## config.mk

```make
export PLATFORM = sky130hd
export DESIGN_NAME = tester_gtx_satcnt
export DESIGN_NICKNAME = d
export VERILOG_FILES = /design/src/rtl/tester_gtx_satcnt.sv
export SDC_FILE = /design/constraint.sdc
export NUM_CORES = 1
export LEC_CHECK = 0
export ABC_AREA = 1
export CORE_ASPECT_RATIO = 1.1
export CORE_UTILIZATION = 47
export CTS_CLUSTER_DIAMETER = 50
export DETAILED_ROUTE_END_ITERATION = 10
export PLACE_DENSITY = 0.71
export SLEW_MARGIN = 20
export SYNTH_ARGS = -nofsm -noshare
export SYNTH_HDL_FRONTEND = slang
export SYNTH_SLANG_ARGS = --single-unit
```

## constraint.sdc

```tcl
create_clock -name i_clk -period 1.8 [get_ports i_clk]
set_clock_uncertainty 0.2 [all_clocks]
set_input_delay 0.45 -clock i_clk [delete_from_list [all_inputs] [get_ports i_clk]]
set_output_delay 0.45 -clock i_clk [all_outputs]
set_load 0.005 [all_outputs]
```

## src/rtl/tester_gtx_satcnt.sv

```systemverilog
// 32-bit saturating event counter with synchronous clear (clear beats increment).
module tester_gtx_satcnt (
  input  logic        i_clk,
  input  logic        i_rst,
  input  logic        i_clr,
  input  logic        i_inc,
  output logic [31:0] o_cnt
);

  logic [31:0] r_cnt;

  always_ff @(posedge i_clk) begin
    if (i_rst || i_clr)
      r_cnt <= '0;
    else if (i_inc && r_cnt != 32'hFFFF_FFFF)
      r_cnt <= r_cnt + 32'd1;
  end

  assign o_cnt = r_cnt;

endmodule

```

==> impl_metrics.json, run 1 <==
{
  "syn_area_sq_um": 2030,
  "synthTopCellsByArea": "dfxtp_1, nand2_1, nor2_1",
  "drive_gt1_share_pct": 39.8,
  "grt_overflow": 0,
  "crit_end": "o_cnt[26]",
  "period_share_pct": 103,
  "die_w_um": 64.6,
  "syn_avg_cell_area_sq_um": 6.18,
  "numPortBuffers": 35,
  "rrSetupSlack_ns": -0.05,
  "diodes": 0,
  "worst-setup-path-type": "register to register",
  "violations": "negative setup slack",
  "nFillCells": 270,
  "grt_max_degree": 15,
  "ys_types": 25,
  "leakage_uw": 0.00166,
  "maxCapViolations": 0,
  "ys_warn_count": 0,
  "cp-start-kind": "register",
  "setup_ws_ns": -0.0491,
  "cp-startpoint": "o_cnt[0]",
  "hold_viol": 0,
  "firstDrtPassIters": 4,
  "whs_ns": 0.331,
  "post-dp-hpwl_um": 4620,
  "arrival_ns": 1.83,
  "worstSetupEndpointType": "register",
  "slew_viol_final": 0,
  "clk_latency_ns": 0.29,
  "numCtsBuffers": 5,
  "syn_to_final_growth_pct": 63.8,
  "cts_sinks": 32,
  "r2r_start": "o_cnt[0]",
  "cp_max_fo": 3,
  "grt_pass1_vias": 2313,
  "worstMarginPinSlew_ns": 0.279,
  "drc": 0,
  "start_util_pct": 50.0,
  "gp_congestion": 0.982,
  "die-area_sq_um": 4580,
  "synth.top_cell.area_share_pct": 31.6,
  "synth_cells": 328,
  "synth_area_leader_cell": "dfxtp_1",
  "ctsHtreeMaxLevel": 2,
  "largest_reg_flops": 32,
  "finalPower_uw": 1350,
  "fin_crit_ns": 1.85,
  "core_sq_um": 4050,
  "fmax_mhz": 541,
  "ys_seq_elements": 32,
  "max_slew_margin_pct": 81.3,
  "die_y_um": 70.9,
  "max-clock-path-buffers": 2,
  "ant_nets": 0,
  "synth_seq_area_share_pct": 31.6,
  "grt_usage_pct": 30.7,
  "fp-row-count": 24,
  "root_buffer": "clkbuf_8",
  "rsz0062_at_grt": "true",
  "p_per_area_nw_per_um2": 406,
  "post_drt_wl_per_cell_um": 14.7,
  "via_per_inst": 5.26,
  "setup_viol": 3,
  "via_count": 2508,
  "path_clk_slew_ns": 0.07,
  "nNetsFinal": 429,
  "reg2reg_depth": 11,
  "mappedNetlistNets": 333,
  "wirelength_um": 7020,
  "critical_path.reg2reg.endpoint": "o_cnt[26]",
  "drt_iter0_drc": 209,
  "final_util_pct": 82.0,
  "status": "finished with violations",
  "dp_slack_ns": -0.349,
  "cts-hold-fix-buffers": 0,
  "io_pins": 36,
  "min_path_type": "register to register",
  "critPathRequiredTime_ns": 1.78,
  "cts_tree": "done",
  "antenna_found_initial": 0,
  "grt_pass1_wl_um": 10800,
  "vdd_drop_max_uv": 300
}
-- worst min path at each step --
stage,end,startpoint,depth (start not counted)
2_1_floorplan,o_cnt[1],o_cnt[1],2
3_3_place_gp,o_cnt[31],o_cnt[31],3
3_5_place_dp,o_cnt[9],o_cnt[9],3
4_1_cts,o_cnt[12],o_cnt[12],2
5_1_grt,o_cnt[12],o_cnt[12],2
6_report,o_cnt[12],o_cnt[12],2
-- final cells by class --
cell class	instances	area [sq um]	area share, %
flip-flops and latches	32	696	20.9
inverters	28	105	3.16
repair buffers	97	895	26.9
multi-input cells	260	1470	44.3
well taps	52	65.1	1.96
clock buffers	8	90.1	2.71
-- synth_stat cells --
| library cell | count |
|---|---|
| a21oi_1 | 24 |
| a31oi_1 | 2 |
| buf_1 | 1 |
| buf_2 | 2 |
| buf_4 | 1 |
| buf_6 | 4 |
| dfxtp_1 | 32 |
| ha_1 | 1 |
| inv_1 | 23 |
| inv_2 | 5 |
| nand2_1 | 91 |
| nand2_2 | 4 |
| nand2_4 | 1 |
| nand3_1 | 35 |
| nand3_2 | 7 |
| nand3_4 | 1 |
| nand3b_1 | 2 |
| nand4_1 | 2 |
| nor2_1 | 71 |
| nor2_2 | 5 |
| nor2_4 | 2 |
| nor2_8 | 1 |
| nor3_1 | 8 |
| o21ai_0 | 1 |
| xor2_1 | 2 |
-- critical path, cell delays in order (launching register included) --
cell and delay (ns):
dfxtp_2 0.35, ha_4 0.15, buf_4 0.11, nand3_1 0.16, nor2_2 0.14, nand2_1 0.07, inv_2 0.08, nand2_2 0.10
nor2_2 0.16, nand3_1 0.11, nand2_1 0.07, nor2_1 0.04
-- layer usage --
layer | vias to the layer above | wire [um] | track usage, %
met1 | 1142 | 2970 | 40.4
met3 | 25 | 494 | 4.35
li1 | 1236 | - | -
met2 | 105 | 3330 | 50.3
met5 | - | 0 | 0
met4 | 0 | 222 | 12.3
-- cell usage in the layout (no fill, tap or decap), types with 3 or more instances in the layout --
cell type	instances
nand2_4	4
nand3_2	12
buf_6	6
nand3_1	30
nor2_4	8
nand2_1	85
inv_2	5
buf_4	54
nor2_1	55
dlymetal6s2s_1	15
dlygate4sd2_1	15
dfxtp_2	20
nor3_2	3
nand2_2	6
clkdlybuf4s50_1	5
a21oi_2	12
nor2_2	15
a21oi_1	12
nor3_4	4
dfxtp_1	4
clkbuf_8	6
inv_1	23
dfxtp_4	8
-- through the flow --
stage	instance area, sq um	std cells	TNS [ns]
2_1_floorplan	2030	328	0
3_3_place_gp	2700	448	-6.06
3_5_place_dp	2700	448	-6.60
4_1_cts	3090	473	0
5_1_grt	3320	477	-1.74
6_report	3320	477	-0.0664
-- power breakdown --
part           switching, uW  leakage, uW  internal, uW  total [uW]
Combinational           41.5      0.00134          29.6        71.1
Sequential              1.35     0.000275           697         698
Clock                    267    0.0000455           312         579
Total                    310      0.00166          1040        1350
-- cells by family (layout without fill, tap and decap cells) --
group           Yosys count  count (layout)  share of synthesized area (%)
buf+inv                  36             133                           8.45
compound gates           27              27                           6.79
fa+ha+maj                 1               1                          0.617
simple gates            230             230                           51.7
flops                    32              32                           31.6
xor+xnor                  2               2                          0.864
-- timing repair --
action	in CTS	in global routing
setup buffers	15	5
pin swaps	8	13
gates resized for setup	72	63
setup endpoints to repair	60	48
gates cloned	2	0
No activity file was read; power rests on OpenSTA's default activity.
==> run 2: changes to the inputs <==
--- a/config.mk
+++ b/config.mk
@@ -6,11 +6,12 @@
 export NUM_CORES = 1
 export LEC_CHECK = 0
 export ABC_AREA = 1
+export CAP_MARGIN = 5
 export CORE_ASPECT_RATIO = 1.1
 export CORE_UTILIZATION = 47
 export CTS_CLUSTER_DIAMETER = 50
 export DETAILED_ROUTE_END_ITERATION = 10
-export PLACE_DENSITY = 0.71
+export PLACE_DENSITY_LB_ADDON = 0.3
 export SLEW_MARGIN = 20
 export SYNTH_ARGS = -nofsm -noshare
 export SYNTH_HDL_FRONTEND = slang
==> constraint.sdc (replaced) <==
create_clock -name i_clk -period 1.5 [get_ports i_clk]
set_clock_uncertainty 0.2 [all_clocks]
set_input_delay 0.375 -clock i_clk [delete_from_list [all_inputs] [get_ports i_clk]]
set_output_delay 0.375 -clock i_clk [all_outputs]
set_load 0.005 [all_outputs]
==> run 2 against run 1 <==
Compared with the run above: the run now fails in global routing; synthesized cell count is the same; synthesized area is the same.
==> impl_metrics.json, run 2 <==
{
  "synthSimpleGateAreaFrac_pct": 51.7,
  "gp_congestion": 0.963,
  "ys_seq_elements": 32,
  "numCtsBuffers": 5,
  "fp-row-count": 24,
  "synth_top_family_by_area": "simple AND/OR/NAND/NOR gates",
  "ys_async_sr_fraction_pct": 0,
  "synthFlopType": "dfxtp_1",
  "synth.top_cell.area_share_pct": 31.6,
  "synthTopCellsByArea": "dfxtp_1, nand2_1, nor2_1",
  "ys_warn_count": 0,
  "cts_sinks": 32,
  "post-dp-hpwl_um": 5420,
  "ys_types": 25,
  "synth_common_cells": "nand2_1, nor2_1, nand3_1",
  "grt_max_degree": 24,
  "worst_endpoint": "o_cnt[28]$_SDFFE_PP0P_/D",
  "root_buffer": "clkbuf_8",
  "syn_area_sq_um": 2030,
  "io_pins": 36,
  "start_util_pct": 50.0,
  "synth-compound-area-share_pct": 6.79,
  "yosys.area_share.adder_pct": 0.617,
  "die_y_um": 70.9,
  "stop_stage": "global routing",
  "mappedNetlistNets": 333,
  "synth_cells": 328,
  "dp_cells": 490,
  "max-clock-path-buffers": 2,
  "error": "[ERROR GRT-0232] Routing congestion too high. Check the congestion heatmap in the GUI.",
  "grt_overflow": 289,
  "synth_area_leader_cell": "dfxtp_1",
  "endpoint_type": "register input",
  "synthMuxAreaShare_pct": 0,
  "synth_seq_area_share_pct": 31.6,
  "grt_usage_pct": 89.9,
  "numPortBuffers": 35,
  "synth_most_common_cell": "nand2_1",
  "cts-hold-fix-buffers": 0,
  "synth_xor_area_share_pct": 0.864,
  "die_w_um": 64.6,
  "ctsHtreeMaxLevel": 2,
  "syn_avg_cell_area_sq_um": 6.18,
  "status": "aborted with a tool error",
  "synth_edf_count": 0
}
run 2: cell counts after synthesis:
Identical to the previous run, type by type.
run 2: cell families after synthesis:
group	after synthesis
adder cells (fa/ha/maj)	1
XOR/XNOR	2
buffers and inverters	36
AO/OA/AOI/OAI	27
flip-flops	32
AND/OR/NAND/NOR	230
run 2: per-stage QoR:
stage / worst slack (ns) / TNS [ns] / util [%] / hold slack [ns] / cell area [sq um]
after CTS: -0.244 / -5.65 / 88.4 / 0.365 / 3580
after global placement: -0.608 / -13.06 / 78.5 / 0.325 / 3180
after floorplan: -0.106 / -1.95 / - / 0.277 / 2150
after detailed placement: -0.680 / -14.64 / 78.5 / 0.341 / 3180
run 2: layer usage:
metal | overflow | track usage [%]
met1 | 2 | 86.8
met5 | 0 | 0
met2 | 208 | 121
met4 | 79 | 105
met3 | 0 | 54.7
run 2: timing repair:
action / 4_1_cts
pin swaps: 4
endpoints found under the hold margin: 0
buffers inserted: 28
endpoints found under the setup margin: 64
gates resized for setup: 180
==> run 3: changes to the inputs <==
--- a/config.mk
+++ b/config.mk
@@ -7,11 +7,9 @@
 export LEC_CHECK = 0
 export ABC_AREA = 1
 export CAP_MARGIN = 5
-export CORE_ASPECT_RATIO = 1.1
-export CORE_UTILIZATION = 47
-export CTS_CLUSTER_DIAMETER = 50
+export CORE_UTILIZATION = 35
 export DETAILED_ROUTE_END_ITERATION = 10
-export PLACE_DENSITY_LB_ADDON = 0.3
+export PLACE_DENSITY_LB_ADDON = 0.15
 export SLEW_MARGIN = 20
 export SYNTH_ARGS = -nofsm -noshare
 export SYNTH_HDL_FRONTEND = slang
==> constraint.sdc (replaced) <==
create_clock -name i_clk -period 2 [get_ports i_clk]
set_clock_uncertainty 0.2 [all_clocks]
set_input_delay 0.5 -clock i_clk [delete_from_list [all_inputs] [get_ports i_clk]]
set_output_delay 0.5 -clock i_clk [all_outputs]
set_load 0.005 [all_outputs]
==> run 3 against run 2 <==
Compared with the run above: the run now ends clean.
==> impl_metrics.json, run 3 (synthesis gave the netlist of run 1 again) <==
{
  "drc": 0,
  "fp-row-count": 27,
  "p_per_area_nw_per_um2": 407,
  "reg2reg_depth": 10,
  "drive_gt1_share_pct": 27.0,
  "fmax_mhz": 508,
  "cp-startpoint": "i_inc",
  "path_clk_slew_ns": 0.07,
  "root_buffer": "clkbuf_8",
  "hold_path.startpoint": "o_cnt[3]",
  "syn_to_final_growth_pct": 51.1,
  "crit_family": "buffers and inverters",
  "grt_max_degree": 29,
  "numPortBuffers": 35,
  "start_util_pct": 36.6,
  "nFillCells": 559,
  "hold_viol": 0,
  "io_pins": 36,
  "maxCapViolations": 0,
  "post-dp-hpwl_um": 4700,
  "r2r_start": "o_cnt[0]",
  "die_w_um": 78.1,
  "dp_slack_ns": -0.392,
  "met2WireLength_um": 2970,
  "final_common_cell": "nand2_1",
  "leakage_uw": 0.00123,
  "cp-start-kind": "primary input",
  "p_clk_share_pct": 43.5,
  "setup_viol": 0,
  "clk_latency_ns": 0.29,
  "worstSetupEndpointType": "register",
  "grt_overflow": 0,
  "die-area_sq_um": 6100,
  "post_drt_wl_per_cell_um": 13.0,
  "worst-setup-path-type": "primary input to register",
  "grt_pass1_wl_um": 10100,
  "grt_usage_pct": 21.1,
  "switching_power_uw": 296,
  "crit_top_cell": "nand2_1",
  "core_sq_um": 5540,
  "critPathRequiredTime_ns": 1.99,
  "slew_viol_final": 0,
  "max-clock-path-buffers": 2,
  "firstDrtPassIters": 4,
  "grt_pass1_vias": 2124,
  "wirelength_um": 6390,
  "final_cell_mix": "nand2_1, nor2_1, buf_4, nand3_1, clkdlybuf4s50_1",
  "final_cells": 490,
  "maxUsedRoutingLayer": "met4",
  "diodes": 0,
  "nNetsFinal": 422,
  "ant_nets": 0,
  "p_seq_share_pct": 51.3,
  "cp_num_cells": 9,
  "die_y_um": 78.1,
  "status": "finished, final reports clean",
  "cp_max_fo": 5,
  "critPathMaxStageDelay_ns": 0.53,
  "worstMarginPinSlew_ns": 0.302,
  "period_share_pct": 98.4,
  "wl_met1_um": 2990,
  "vdd_drop_max_uv": 273,
  "numCtsBuffers": 5,
  "whs_path_depth": 2,
  "cts_sinks": 32,
  "fin_crit_ns": 1.97,
  "sw_frac_of_total_pct": 23.8,
  "largest_reg_flops": 32,
  "dp_cells": 474,
  "antenna_found_initial": 0,
  "gp_congestion": 0.873,
  "cp_slowest_cell": "clkdlybuf4s50_1",
  "via_per_inst": 4.93,
  "arrival_ns": 1.96,
  "ctsHtreeMaxLevel": 2,
  "drt_iter0_drc": 147,
  "path_buf_inv": 3,
  "comb_power_share_pct": 5.2,
  "cts_tree": "done",
  "min_path_type": "register to register",
  "setup_ws_ns": 0.0323,
  "cts-hold-fix-buffers": 0,
  "path_cells": "clkdlybuf4s50_1 > inv_2 > nor2_2 > nand2_1 > nor3_2 > buf_4 > nand3_1 > nand2_1 > nor2_1",
  "p_int_uw": 950,
  "via_count": 2415,
  "dr_wl_met3_um": 360,
  "max_slew_margin_pct": 79.7
}
[run 3: timing repair]
| action | 4_1_cts | 5_1_grt |
|---|---|---|
| pin swaps | 0 | 6 |
| gates resized for setup | 8 | 27 |
| setup buffers | 0 | 6 |
| gates cloned | 0 | 2 |
| setup endpoints to repair | 19 | 30 |
[run 3: worst min-delay path, cell delays in order (launching register included)]
cell and delay (ns):
dfxtp_2 0.35, a21oi_1 0.12, nor2_1 0.05
[run 3: final cells by class]
class | count | area (sq um) | area share, %
Sequential cell | 32 | 659 | 21.5
Clock buffer | 8 | 90.1 | 2.94
Multi-Input combinational cell | 260 | 1270 | 41.5
Timing Repair Buffer | 90 | 847 | 27.6
Tap cell | 72 | 90.1 | 2.94
Inverter | 28 | 105 | 3.43
[run 3: per-layer routing]
metal	vias to the layer above	global-route usage, %
met5	-	0
met4	0	6.30
met3	6	3.95
met2	67	34.8
met1	1113	27.9
li1	1229	-
[run 3: power by group through the flow]
stage               Clock, uW  Combinational, uW  Sequential (uW)
global placement            0               57.4              653
detailed placement          0               58.1              653
global route              585               71.0              639
CTS                       544               58.5              639
finish                    542               65.0              639
floorplan                   0               27.8              654
[run 3: per-stage QoR]
step / area (sq um) / utilization (%) / power [uW] / setup TNS, ns / hold WS (ns)
6_report: 3060 / 55.3 / 1250 / 0 / 0.348
5_1_grt: 3060 / 55.3 / 1290 / -0.0146 / 0.382
4_1_cts: 2900 / 52.3 / 1240 / 0 / 0.363
3_5_place_dp: 2780 / 50.2 / 711 / -3.36 / 0.351
3_3_place_gp: 2780 / 50.2 / 711 / -3.01 / 0.345
2_1_floorplan: 2030 / - / 682 / 0 / 0.286
[run 3: final timing paths]
path	endpoint	slack (ns)
worst min register to register	o_cnt[3]	0.35
worst min-delay path	o_cnt[3]	0.35
worst max register to register	o_cnt[26]	0.08
worst max-delay path	o_cnt[19]	0.03
